**config.mk**
```make
export PLATFORM = sky130hd
export DESIGN_NAME = uart_bus_master
export DESIGN_NICKNAME = d
export VERILOG_FILES = /design/src/rtl/uart_bus_master.sv
export SDC_FILE = /design/constraint.sdc
export NUM_CORES = 1
export LEC_CHECK = 0
export BUFFER_PORTS_ARGS = -buffer_cell sky130_fd_sc_hd__buf_4
export CAP_MARGIN = 0
export CORE_UTILIZATION = 40
export DETAILED_ROUTE_END_ITERATION = 8
export RECOVER_POWER = 100
export SLEW_MARGIN = 20
export SYNTH_ARGS = -nofsm -noshare
export SYNTH_HDL_FRONTEND = slang
export SYNTH_SLANG_ARGS = --single-unit
```
**constraint.sdc**
```tcl
create_clock -name clk -period 7.1 [get_ports clk]
set_input_delay 1.42 -clock clk [delete_from_list [all_inputs] [get_ports clk]]
set_output_delay 1.42 -clock clk [all_outputs]
set_load 0.02 [all_outputs]
```
**src/rtl/uart_bus_master.sv**
```systemverilog
// uart_bus_master: turns single-byte send/receive commands into polled UART register accesses
module uart_bus_master #(
  parameter int ACK_TIMEOUT = 16,
  parameter int POLL_GAP    = 4,
  parameter int POLL_LIMIT  = 0
) (
  input  logic        clk,
  input  logic        rst,
  input  logic        cmd_valid,
  output logic        cmd_ready,
  input  logic        cmd_op,
  input  logic [7:0]  cmd_data,
  output logic        rsp_valid,
  output logic [7:0]  rsp_data,
  output logic        rsp_err,
  output logic        bus_cs,
  output logic        bus_as,
  output logic        bus_rw,
  output logic        bus_addr,
  output logic [31:0] bus_wr_data,
  input  logic [31:0] bus_rd_data,
  input  logic        bus_rdy
);
  typedef enum logic [2:0] {IDLE, POLL, GAP, XFER, CLR, DONE} state_t;
  state_t state, nstate;
  logic op;
  logic [7:0] data, rx_byte;
  logic [15:0] tcnt, gcnt, pcnt;
  logic ack, tmo, ready_ok, limit_hit, fail, access, unused_bits;
  assign unused_bits = ^bus_rd_data[31:8];
  assign ack = bus_cs && bus_rdy;
  assign tmo = bus_cs && !bus_rdy && int'(tcnt) + 1 >= ACK_TIMEOUT;
  assign ready_ok = op ? bus_rd_data[0] : !bus_rd_data[3];
  assign limit_hit = POLL_LIMIT != 0 && int'(pcnt) + 1 == POLL_LIMIT;
  assign fail = tmo || (state == POLL && ack && !ready_ok && limit_hit);
  // an access starts only from an idle bus, so back-to-back accesses always get a cs-low cycle
  assign access = nstate inside {POLL, XFER, CLR};

  always_ff @(posedge clk)
    state <= !rst ? IDLE : nstate;

  always_comb begin
    nstate = state;
    case (state)
      IDLE: nstate = cmd_valid ? POLL : IDLE;
      POLL: nstate = tmo ? DONE : !ack ? POLL : ready_ok ? XFER : limit_hit ? DONE : GAP;
      GAP:  nstate = int'(gcnt) + 1 >= POLL_GAP ? POLL : GAP;
      XFER: nstate = tmo || (ack && !op) ? DONE : ack ? CLR : XFER;
      CLR:  nstate = tmo || ack ? DONE : CLR;
      DONE: nstate = IDLE;
      default: nstate = IDLE;
    endcase
  end

  always_comb begin
    cmd_ready = state == IDLE;
    rsp_valid = state == DONE;
  end

  always_ff @(posedge clk) begin
    if (!rst) begin
      {op, data, rx_byte, tcnt, gcnt, pcnt} <= '0;
      {bus_cs, bus_as, bus_rw, bus_addr, bus_wr_data} <= '0;
      {rsp_data, rsp_err} <= '0;
    end else begin
      if (state == IDLE && cmd_valid) begin
        op <= cmd_op;
        data <= cmd_data;
        pcnt <= '0;
        rx_byte <= '0;
      end
      if (bus_cs) begin
        tcnt <= tcnt + 1'b1;
        if (ack || tmo) {bus_cs, bus_as, bus_rw, bus_addr, bus_wr_data} <= '0;
      end else if (access) begin
        tcnt <= '0;
        bus_cs <= 1'b1;
        bus_as <= 1'b1;
        bus_rw <= nstate == CLR || (nstate == XFER && !op);
        bus_addr <= nstate == XFER;
        bus_wr_data <= nstate == XFER && !op ? {24'h0, data} : 32'h0;
      end
      if (state == POLL && ack) pcnt <= pcnt + 1'b1;
      if (state == XFER && ack) rx_byte <= bus_rd_data[7:0];
      gcnt <= state == GAP ? gcnt + 1'b1 : '0;
      if (nstate == DONE && state != DONE) begin
        rsp_err <= fail;
        rsp_data <= fail || state != CLR ? 8'h0 : rx_byte;
      end
    end
  end
endmodule
```
==> results of run 1 <==
worst min-delay path by stage:
stage                                     to  slack (ps)  cells past startpoint
finish              rsp_data[3]$_SDFFE_PN0P_         460                      2
global route        rsp_data[6]$_SDFFE_PN0P_         490                      2
CTS                     data[4]$_SDFFE_PN0P_         470                      2
detailed placement        gcnt[0]$_SDFF_PN0_         450                      1
global placement          gcnt[0]$_SDFF_PN0_         440                      1
floorplan                 gcnt[0]$_SDFF_PN0_         430                      1
through the flow:
step                      hold slack, ps  cells   util  total power (uW)  area (um^2)
after global routing                 486    597  0.459              1050         4060
after detailed placement             451    581  0.450               682         3990
final                                462    597  0.459               994         4060
after global placement               441    581  0.450               679         3990
after CTS                            467    597  0.473              1020         4190
after floorplan                      430    473      -               630         3810
layout by cell type (no fill, tap or decap), drive strengths merged, types with 2 or more instances in the layout:
| cell | instances |
|---|---|
| clkinv | 3 |
| a32o | 2 |
| ha | 3 |
| o211a | 2 |
| nand3 | 12 |
| a22o | 8 |
| a31oi | 6 |
| and2 | 6 |
| a22oi | 8 |
| nand4 | 9 |
| mux2i | 4 |
| a311oi | 3 |
| xnor2 | 15 |
| clkbuf | 34 |
| o21ai | 30 |
| o211ai | 3 |
| o31ai | 4 |
| nand2 | 68 |
| or2 | 2 |
| conb | 24 |
| nor4 | 7 |
| dfxtp | 73 |
| and3 | 2 |
| nand2b | 2 |
| o21a | 2 |
| buf | 20 |
| xor2 | 5 |
| nor4b | 2 |
| o41ai | 2 |
| nor2 | 49 |
| or4 | 13 |
| inv | 10 |
| a21oi | 23 |
| nor2b | 4 |
| or3 | 3 |
| nor3 | 9 |
sequential cells by signal (all words and copies together) (netlist names):
signal	cells
gcnt	16
tcnt	16
bus_wr_data	8
data	8
rsp_data	8
rx_byte	8
state	3
bus_addr	1
bus_as	1
bus_cs	1
bus_rw	1
op	1
rsp_err	1
kinds of logic after synthesis:
kind of cell,share of synthesized area
adder cells (fa/ha/maj),0.0101
other,0.00101
flip-flops,0.392
multiplexers,0.0107
XOR/XNOR,0.0470
buffers and inverters,0.0873
AO/OA/AOI/OAI,0.195
AND/OR/NAND/NOR,0.256
power breakdown:
part | leakage (uW) | internal (uW) | switching [uW]
clock network | 0.000103 | 173 | 167
logic | 0.000699 | 57.9 | 146
registers | 0.000590 | 428 | 23.0
total | 0.00139 | 658 | 336
worst max-delay path, cell delays in order:
cell and delay (ps):
clkbuf_1 930, inv_1 760, or4_1 890, nor2_1 180
cell type report:
class,count,area [um^2]
clock inverter,6,65.1
inverter,9,33.8
multi-input combinational,347,1990
fill,894,4790
clock buffer,10,138
timing repair buffer,44,240
tap,108,135
sequential,73,1460
layer usage:
| metal | up-vias | routed length (um) | global-route usage |
|---|---|---|---|
| met4 | 0 | 154 | 0.0700 |
| met2 | 83 | 3990 | 0.288 |
| li1 | 1627 | - | - |
| met3 | 15 | 373 | 0.0390 |
| met1 | 1511 | 3980 | 0.234 |
| met5 | - | 0 | 0 |
==> flow_summary.json, run 1 <==
{
  "setup_violations": 0,
  "maxSlewHeadroom": 0.135,
  "yosysSeqAreaShare": 0.392,
  "synth.distinct_cells": 65,
  "avgSynthCellArea_um2": 8.28,
  "dp_hpwl_um": 5890,
  "cts_resized": 0,
  "tightest_slew_ps": 1300,
  "crit_arrival_ps": 4200,
  "firstDrtPassIters": 7,
  "dieHeight_um": 98.5,
  "yosysTopAreaCellShare": 0.392,
  "synth_edf_count": 0,
  "drive_gt1_frac": 0.0961,
  "numCtsBuffers": 9,
  "synth_warnings": 0,
  "crit_start": "rst",
  "dp_slack_ps": 3720,
  "area_delta_synth_final_pct": 9.07,
  "powerDensity_nw_per_um2": 245,
  "hold_buffers": 0,
  "rsz0062_at_grt": "false",
  "max-vdd-ir-drop_v": 0.0000877,
  "fp.dieW_um": 98.5,
  "fin_nets": 532,
  "critPathKind": "input pin to flip-flop",
  "required_ps": 7370,
  "crit_fanout": 29,
  "min_from": "rsp_data[3]$_SDFFE_PN0P_",
  "status": "finished clean",
  "avgRoutedWirePerCell_um": 14.2,
  "end_kind": "flip-flop",
  "r2r_start": "tcnt[0]$_SDFFE_PN0P_",
  "synth_top_cell_by_area": "dfxtp_1",
  "power_leakage_uw": 0.00139,
  "cts_max_level": 3,
  "gp_congestion": 0.864,
  "async_flop_share": 0,
  "track_usage": 0.179,
  "fp-row-count": 34,
  "hold_viol": 0,
  "grt_pass1_vias": 2915,
  "hold_class": "flip-flop to flip-flop",
  "antenna-diode-count": 0,
  "fp.dieArea_um2": 9700,
  "coreArea_um2": 8850,
  "reg2reg_depth": 9,
  "clock_latency_ps": 350,
  "drc_errors": 0,
  "synth_area_um2": 3720,
  "period_share": 0.553,
  "yosysMostFrequentCell": "dfxtp_1",
  "cts_tree": "done",
  "fin_skew_ps": 7.01,
  "drt-initial-drc-count": 141,
  "synth_top_flop_cell": "dfxtp_1",
  "r2r_slack_ps": 3630,
  "r2r-end": "bus_wr_data[3]$_SDFFE_PN0P_",
  "endpoint": "gcnt[14]$_SDFF_PN0_",
  "grt_max_degree": 30,
  "grt_overflow": 0,
  "maxCapViolCount": 0,
  "period_minus_slack_ps": 3930,
  "antenna_found_initial": 0,
  "syn_inst": 450,
  "clk_pin_slew_ps": 80,
  "fmax_mhz": 255,
  "grt_pass1_wl_um": 14000,
  "portBuffers": 43,
  "initial_utilization": 0.421,
  "synth.ff_latch_count": 73,
  "dr_total_vias": 3236,
  "wl_um": 8490,
  "drt.antenna.violating_nets": 0,
  "start_kind": "input pin",
  "fin_ws_ps": 3170,
  "setup-tns-final_ps": 0,
  "synth_commonest_cells": "73 x dfxtp_1, 68 x nand2_1, 49 x nor2_1, 28 x o21ai_0, 24 x buf_4",
  "cts_setup_buffers": 0,
  "clk_path_buf_depth": 2,
  "ioPinCount": 92,
  "cts_sinks": 73,
  "clockRootBuffer": "clkbuf_8",
  "synth.area.top_cells": "dfxtp_1 39%, nand2_1 6.9%, nor2_1 4.9%",
  "detail_route.vias_per_cell": 5.42,
  "drv_slew": 0
}
(Power assumes the default switching activity.)
==> inputs of run 2 (changes only) <==
--- a/config.mk
+++ b/config.mk
@@ -9,6 +9,7 @@
 export CAP_MARGIN = 0
 export CORE_UTILIZATION = 40
 export DETAILED_ROUTE_END_ITERATION = 8
+export PLACE_DENSITY = 0.65
 export RECOVER_POWER = 100
 export SLEW_MARGIN = 20
 export SYNTH_ARGS = -nofsm -noshare
==> constraint.sdc (replaced) <==
create_clock -name clk -period 3.34 [get_ports clk]
set_input_delay 0.668 -clock clk [delete_from_list [all_inputs] [get_ports clk]]
set_output_delay 0.668 -clock clk [all_outputs]
set_load 0.02 [all_outputs]
==> run 2 against run 1 <==
The flow now finishes with violations (DRC). Non-clock buffer count grew 3. Count of clock-buffer cells in the layout decreased by 1. Hold slack worse by 1.9 ps. Critical endpoint is now bus_wr_data[1]$_SDFFE_PN0P_. Highest routed layer unchanged.
==> flow_summary.json, run 2 (same netlist as run 1, synthesis figures left out) <==
{
  "grt_max_degree": 30,
  "tightest_slew_ps": 1310,
  "drt.antenna.violating_nets": 0,
  "detail_route.vias_per_cell": 5.31,
  "clk_pin_slew_ps": 80,
  "grt_overflow": 0,
  "coreArea_um2": 8850,
  "fp.dieArea_um2": 9700,
  "r2r_start": "tcnt[0]$_SDFFE_PN0P_",
  "area_delta_synth_final_pct": 11.9,
  "grt_pass1_wl_um": 13700,
  "fp-row-count": 34,
  "numCtsBuffers": 9,
  "hold_class": "flip-flop to flip-flop",
  "ioPinCount": 92,
  "clock_latency_ps": 350,
  "mostFrequentLayoutCell": "dfxtp_1",
  "crit_start": "tcnt[0]$_SDFFE_PN0P_",
  "layout.cells.non_filler": 600,
  "seqCellArea_um2": 1460,
  "cts_tree": "done",
  "setup_violations": 0,
  "finalInstanceArea_um2": 4170,
  "maxSlewHeadroom": 0.127,
  "post_dp_cell_area_um2": 4010,
  "clk_path_buf_depth": 2,
  "final_cell_mix": "73 x dfxtp_1, 68 x nand2_1, 49 x nor2_1",
  "crit_fanout": 9,
  "status": "complete, but fails checks",
  "power_leakage_uw": 0.00142,
  "required_ps": 3640,
  "gp_congestion": 0.880,
  "dp_cells": 584,
  "fill_cells": 876,
  "drv_slew": 0,
  "setup-tns-final_ps": 0,
  "antenna-diode-count": 0,
  "start_kind": "flip-flop",
  "antenna_found_initial": 0,
  "dieHeight_um": 98.5,
  "crit_arrival_ps": 3350,
  "period_minus_slack_ps": 3050,
  "grt_pass1_vias": 2814,
  "portBuffers": 43,
  "drive_gt1_frac": 0.108,
  "clockRootBuffer": "clkbuf_8",
  "drc_errors": 1,
  "wl_um": 8300,
  "period_share": 0.912,
  "cts_max_level": 3,
  "maxCapViolCount": 0,
  "dr_total_vias": 3185,
  "hold_buffers": 0,
  "fin_skew_ps": 6.04,
  "powerDensity_nw_per_um2": 546,
  "initial_utilization": 0.421,
  "fp.dieW_um": 98.5,
  "end_kind": "flip-flop",
  "fin_nets": 535,
  "cts_sinks": 73,
  "min_from": "data[5]$_SDFFE_PN0P_",
  "violations": "DRC",
  "reg_top3": "gcnt: 16 flops, tcnt: 16 flops",
  "fmax_mhz": 328,
  "track_usage": 0.178,
  "multiInputGateArea_um2": 2030,
  "rsz0062_at_grt": "false",
  "hold_viol": 0,
  "critPathKind": "flip-flop to flip-flop",
  "drt-initial-drc-count": 137,
  "dp_hpwl_um": 5870,
  "firstDrtPassIters": 8,
  "whs_ps": 460,
  "avgRoutedWirePerCell_um": 13.8,
  "max-vdd-ir-drop_v": 0.000250
}
==> run 2: layout make-up <==
class,count,area share
clock buffer,9,0.0297
clock inverter,7,0.0303
inverter,9,0.00811
multi-input combinational,347,0.487
sequential,73,0.351
tap,108,0.0324
timing repair buffer,47,0.0621
==> run 2: critical path, cell delays in order, from the launching register on <==
cell     delay [ps]
dfxtp_1         460
ha_1            280
nand4_1         220
nor3_1          320
mux2i_1         250
nand4_1         220
nor4b_2         330
o21ai_1         160
nor4b_4         550
a22o_1          210
==> run 2: metrics by stage <==
stage	power (uW)	setup slack [ps]	util
detailed placement	1440	309	0.453
finish	2280	293	0.471
CTS	2320	287	0.481
global placement	1430	361	0.453
global route	2410	7.02	0.471
floorplan	1340	811	-
==> run 2: power breakdown <==
part	leakage [uW]	internal, uW	switching [uW]
combinational	0.000712	135	313
clock	0.000122	505	364
sequential	0.000590	909	51.3
total	0.00142	1550	727
==> run 2: path summary, 6_finish.rpt <==
check / endpoint / slack, ps / cells past startpoint
max reg2reg: bus_wr_data[1]$_SDFFE_PN0P_ / 290 / 9
min reg2reg: data[5]$_SDFFE_PN0P_ / 460 / 2
max: bus_wr_data[1]$_SDFFE_PN0P_ / 290 / 9
min: data[5]$_SDFFE_PN0P_ / 460 / 2
==> run 2: repair_timing <==
item,4_1_cts,5_1_grt
endpoints found under the setup margin,0,2
resized for setup,0,1
buffers inserted,0,0
==> run 2: metal layers <==
layer	wire, um	GRT usage	part of all wire
met3	305	0.0532	0.037
met5	0	0	0
met4	107	0.0517	0.013
met1	3820	0.222	0.46
met2	4060	0.296	0.49
==> inputs of run 3 (changes only) <==
--- a/config.mk
+++ b/config.mk
@@ -5,11 +5,11 @@
 export SDC_FILE = /design/constraint.sdc
 export NUM_CORES = 1
 export LEC_CHECK = 0
+export ABC_AREA = 1
 export BUFFER_PORTS_ARGS = -buffer_cell sky130_fd_sc_hd__buf_4
 export CAP_MARGIN = 0
 export CORE_UTILIZATION = 40
 export DETAILED_ROUTE_END_ITERATION = 8
-export PLACE_DENSITY = 0.65
 export RECOVER_POWER = 100
 export SLEW_MARGIN = 20
 export SYNTH_ARGS = -nofsm -noshare
==> constraint.sdc (replaced) <==
create_clock -name clk -period 3.8 [get_ports clk]
set_input_delay 0.76 -clock clk [delete_from_list [all_inputs] [get_ports clk]]
set_output_delay 0.76 -clock clk [all_outputs]
set_load 0.02 [all_outputs]
==> run 3 against run 2 <==
The run still ends with DRC left. Sequential power is 18% lower. Global-route usage hardly changed. Die area hardly changed. Highest routed layer unchanged. Sequential share of layout area is 0.35 points higher. Area after synthesis is 0.10% higher. Critical path depth is 11 higher. Wire length is 2.7% lower. Clock power is 29% lower. Worst setup slack better by 420 ps.
==> flow_summary.json, run 3 <==
{
  "status": "complete, but fails checks",
  "violations": "DRC",
  "crit_arrival_ps": 3290,
  "mostFrequentLayoutCell": "nand2_1",
  "crit_slowest_cell": "dfxtp_1",
  "synth.ff_latch_count": 73,
  "grt_pass1_wl_um": 14000,
  "async_flop_share": 0,
  "reg_top3": "gcnt: 16 flops, tcnt: 16 flops",
  "drive_gt1_frac": 0.0774,
  "fp-row-count": 34,
  "gp_congestion": 0.864,
  "synth_top_cell_by_area": "dfxtp_1",
  "fin_util": 0.464,
  "dp_slack_ps": 1000,
  "cts_tree": "done",
  "final_cell_mix": "162 x nand2_1, 73 x dfxtp_1, 60 x a21oi_1",
  "setup-tns-final_ps": 0,
  "avgSynthCellArea_um2": 6.78,
  "detail_route.vias_per_cell": 4.96,
  "hold_buffers": 0,
  "critPathKind": "flip-flop to flip-flop",
  "end_kind": "flip-flop",
  "grt_overflow": 0,
  "grt_pass1_vias": 3098,
  "powerDensity_nw_per_um2": 382,
  "syn_inst": 550,
  "fmax_mhz": 324,
  "fin_nets": 638,
  "yosysMostFrequentCell": "nand2_1",
  "start_kind": "flip-flop",
  "post_dp_cell_area_um2": 4050,
  "clock_latency_ps": 350,
  "holdPathStages": 1,
  "crit_fanout": 11,
  "wl_um": 8080,
  "clk_path_buf_depth": 2,
  "fin_ws_ps": 711,
  "yosysSeqAreaShare": 0.392,
  "fp.dieArea_um2": 9710,
  "area_delta_synth_final_pct": 10.7,
  "antenna-diode-count": 0,
  "cpMostUsedCell": "nand2_1",
  "rsz0062_at_grt": "false",
  "track_usage": 0.178,
  "dieHeight_um": 98.5,
  "dr_total_vias": 3482,
  "synth_warnings": 0,
  "max_stage_delay_ps": 430,
  "drt.antenna.violating_nets": 0,
  "power.total_uw": 1570,
  "period_share": 0.813,
  "antenna_found_initial": 0,
  "setup_violations": 0,
  "fill_cells": 928,
  "drc_errors": 5,
  "yosysTopAreaCellShare": 0.392,
  "fp.dieW_um": 98.5,
  "finalInstanceArea_um2": 4130,
  "grt_max_degree": 55,
  "numCtsBuffers": 9,
  "clk_pin_slew_ps": 80,
  "coreArea_um2": 8890,
  "portBuffers": 43,
  "synth_area_um2": 3730,
  "cts_resized": 0,
  "hold_class": "flip-flop to flip-flop",
  "tightest_slew_ps": 1310,
  "cts_sinks": 73,
  "reg2reg_depth": 20,
  "maxSlewHeadroom": 0.127,
  "drt-initial-drc-count": 150,
  "cts_setup_buffers": 0,
  "crit_chain": "ha_1, nand3_1, inv_1, nand2_1, nand2_1, nand2_1, nor2_1, nand2_1, nor2_1, nand3_1, nand2_1, nand2_1, nand2_1, nand2_1, nor2_1, nand2_1, nand2_1, nand2_1, nand3_1, a21oi_1",
  "clockRootBuffer": "clkbuf_8",
  "ioPinCount": 92,
  "period_minus_slack_ps": 3090,
  "synth_top_flop_cell": "dfxtp_1",
  "firstDrtPassIters": 8,
  "synth.distinct_cells": 28,
  "avgRoutedWirePerCell_um": 11.5,
  "dp_hpwl_um": 5580,
  "max-vdd-ir-drop_v": 0.000257,
  "maxCapViolCount": 0,
  "initial_utilization": 0.419,
  "drv_slew": 0,
  "synth.area.top_cells": "dfxtp_1 39%, nand2_1 16%, a21oi_1 8.1%",
  "hold_viol": 0,
  "fin_skew_ps": 10.8,
  "required_ps": 4000,
  "synth_commonest_cells": "157 x nand2_1, 73 x dfxtp_1, 60 x a21oi_1, 56 x nor2_1, 48 x nand3_1",
  "cts_max_level": 3,
  "power_leakage_uw": 0.00159,
  "synth_edf_count": 0
}
-- run 3: cell count changes in the layout (fill, tap and decap cells not counted), moves of 10 or more --
| cell | change |
|---|---|
| inv_1 | +29 |
| a21oi_1 | +38 |
| nand2_1 | +94 |
| nand3_1 | +40 |
| xnor2_1 | -12 |
| nand3b_1 | +11 |
| or4_1 | -10 |
| nand4_1 | +12 |
| o21ai_0 | -19 |
-- run 3: layout make-up --
| type | instances | area (um^2) | area share |
|---|---|---|---|
| Timing Repair Buffer | 47 | 263 | 0.0637 |
| Tap cell | 108 | 135 | 0.0327 |
| Sequential cell | 73 | 1460 | 0.354 |
| Inverter | 40 | 150 | 0.0364 |
| Clock buffer | 10 | 138 | 0.0334 |
| Multi-Input combinational cell | 419 | 1920 | 0.466 |
| Clock inverter | 5 | 56.3 | 0.0136 |
-- run 3: per-layer routing --
metal	vias up	track usage	wire length, um
met4	0	0.0677	104
met1	1559	0.230	3960
met2	86	0.291	3690
met5	-	0	0
li1	1829	-	-
met3	8	0.0397	322
-- run 3: stage by stage --
stage	hold WS, ps	std cells
global route	487	702
CTS	464	702
detailed placement	450	687
global placement	432	687
floorplan	418	573
finish	457	702
-- run 3: worst max-delay path, delay by kind of cell (launching register included) --
kind / cells / cell delay [ps]
compound gates: 1 / 70
simple gates: 17 / 2000
buf+inv: 1 / 210
fa+ha+maj: 1 / 220
flops: 1 / 430
-- run 3: power breakdown --
group	internal, uW	total (uW)	switching, uW
Combinational	42.0	169	127
Sequential	781	792	12.0
Clock	317	613	296
Total	1140	1570	436
-- run 3: logic make-up after synthesis --
kind of cell / synth area share
compound gates: 0.103
xor+xnor: 0.0117
fa+ha+maj: 0.0101
buf+inv: 0.109
flops: 0.392
other cells: 0.00101
simple gates: 0.373
-- run 3: final timing paths --
path / start / to / slack, ps
worst max register to register: tcnt[0]$_SDFFE_PN0P_ / bus_wr_data[1]$_SDFFE_PN0P_ / 710
worst min register to register: gcnt[0]$_SDFF_PN0_ / gcnt[0]$_SDFF_PN0_ / 460
worst max-delay path: tcnt[0]$_SDFFE_PN0P_ / bus_wr_data[1]$_SDFFE_PN0P_ / 710
worst min-delay path: gcnt[0]$_SDFF_PN0_ / gcnt[0]$_SDFF_PN0_ / 460
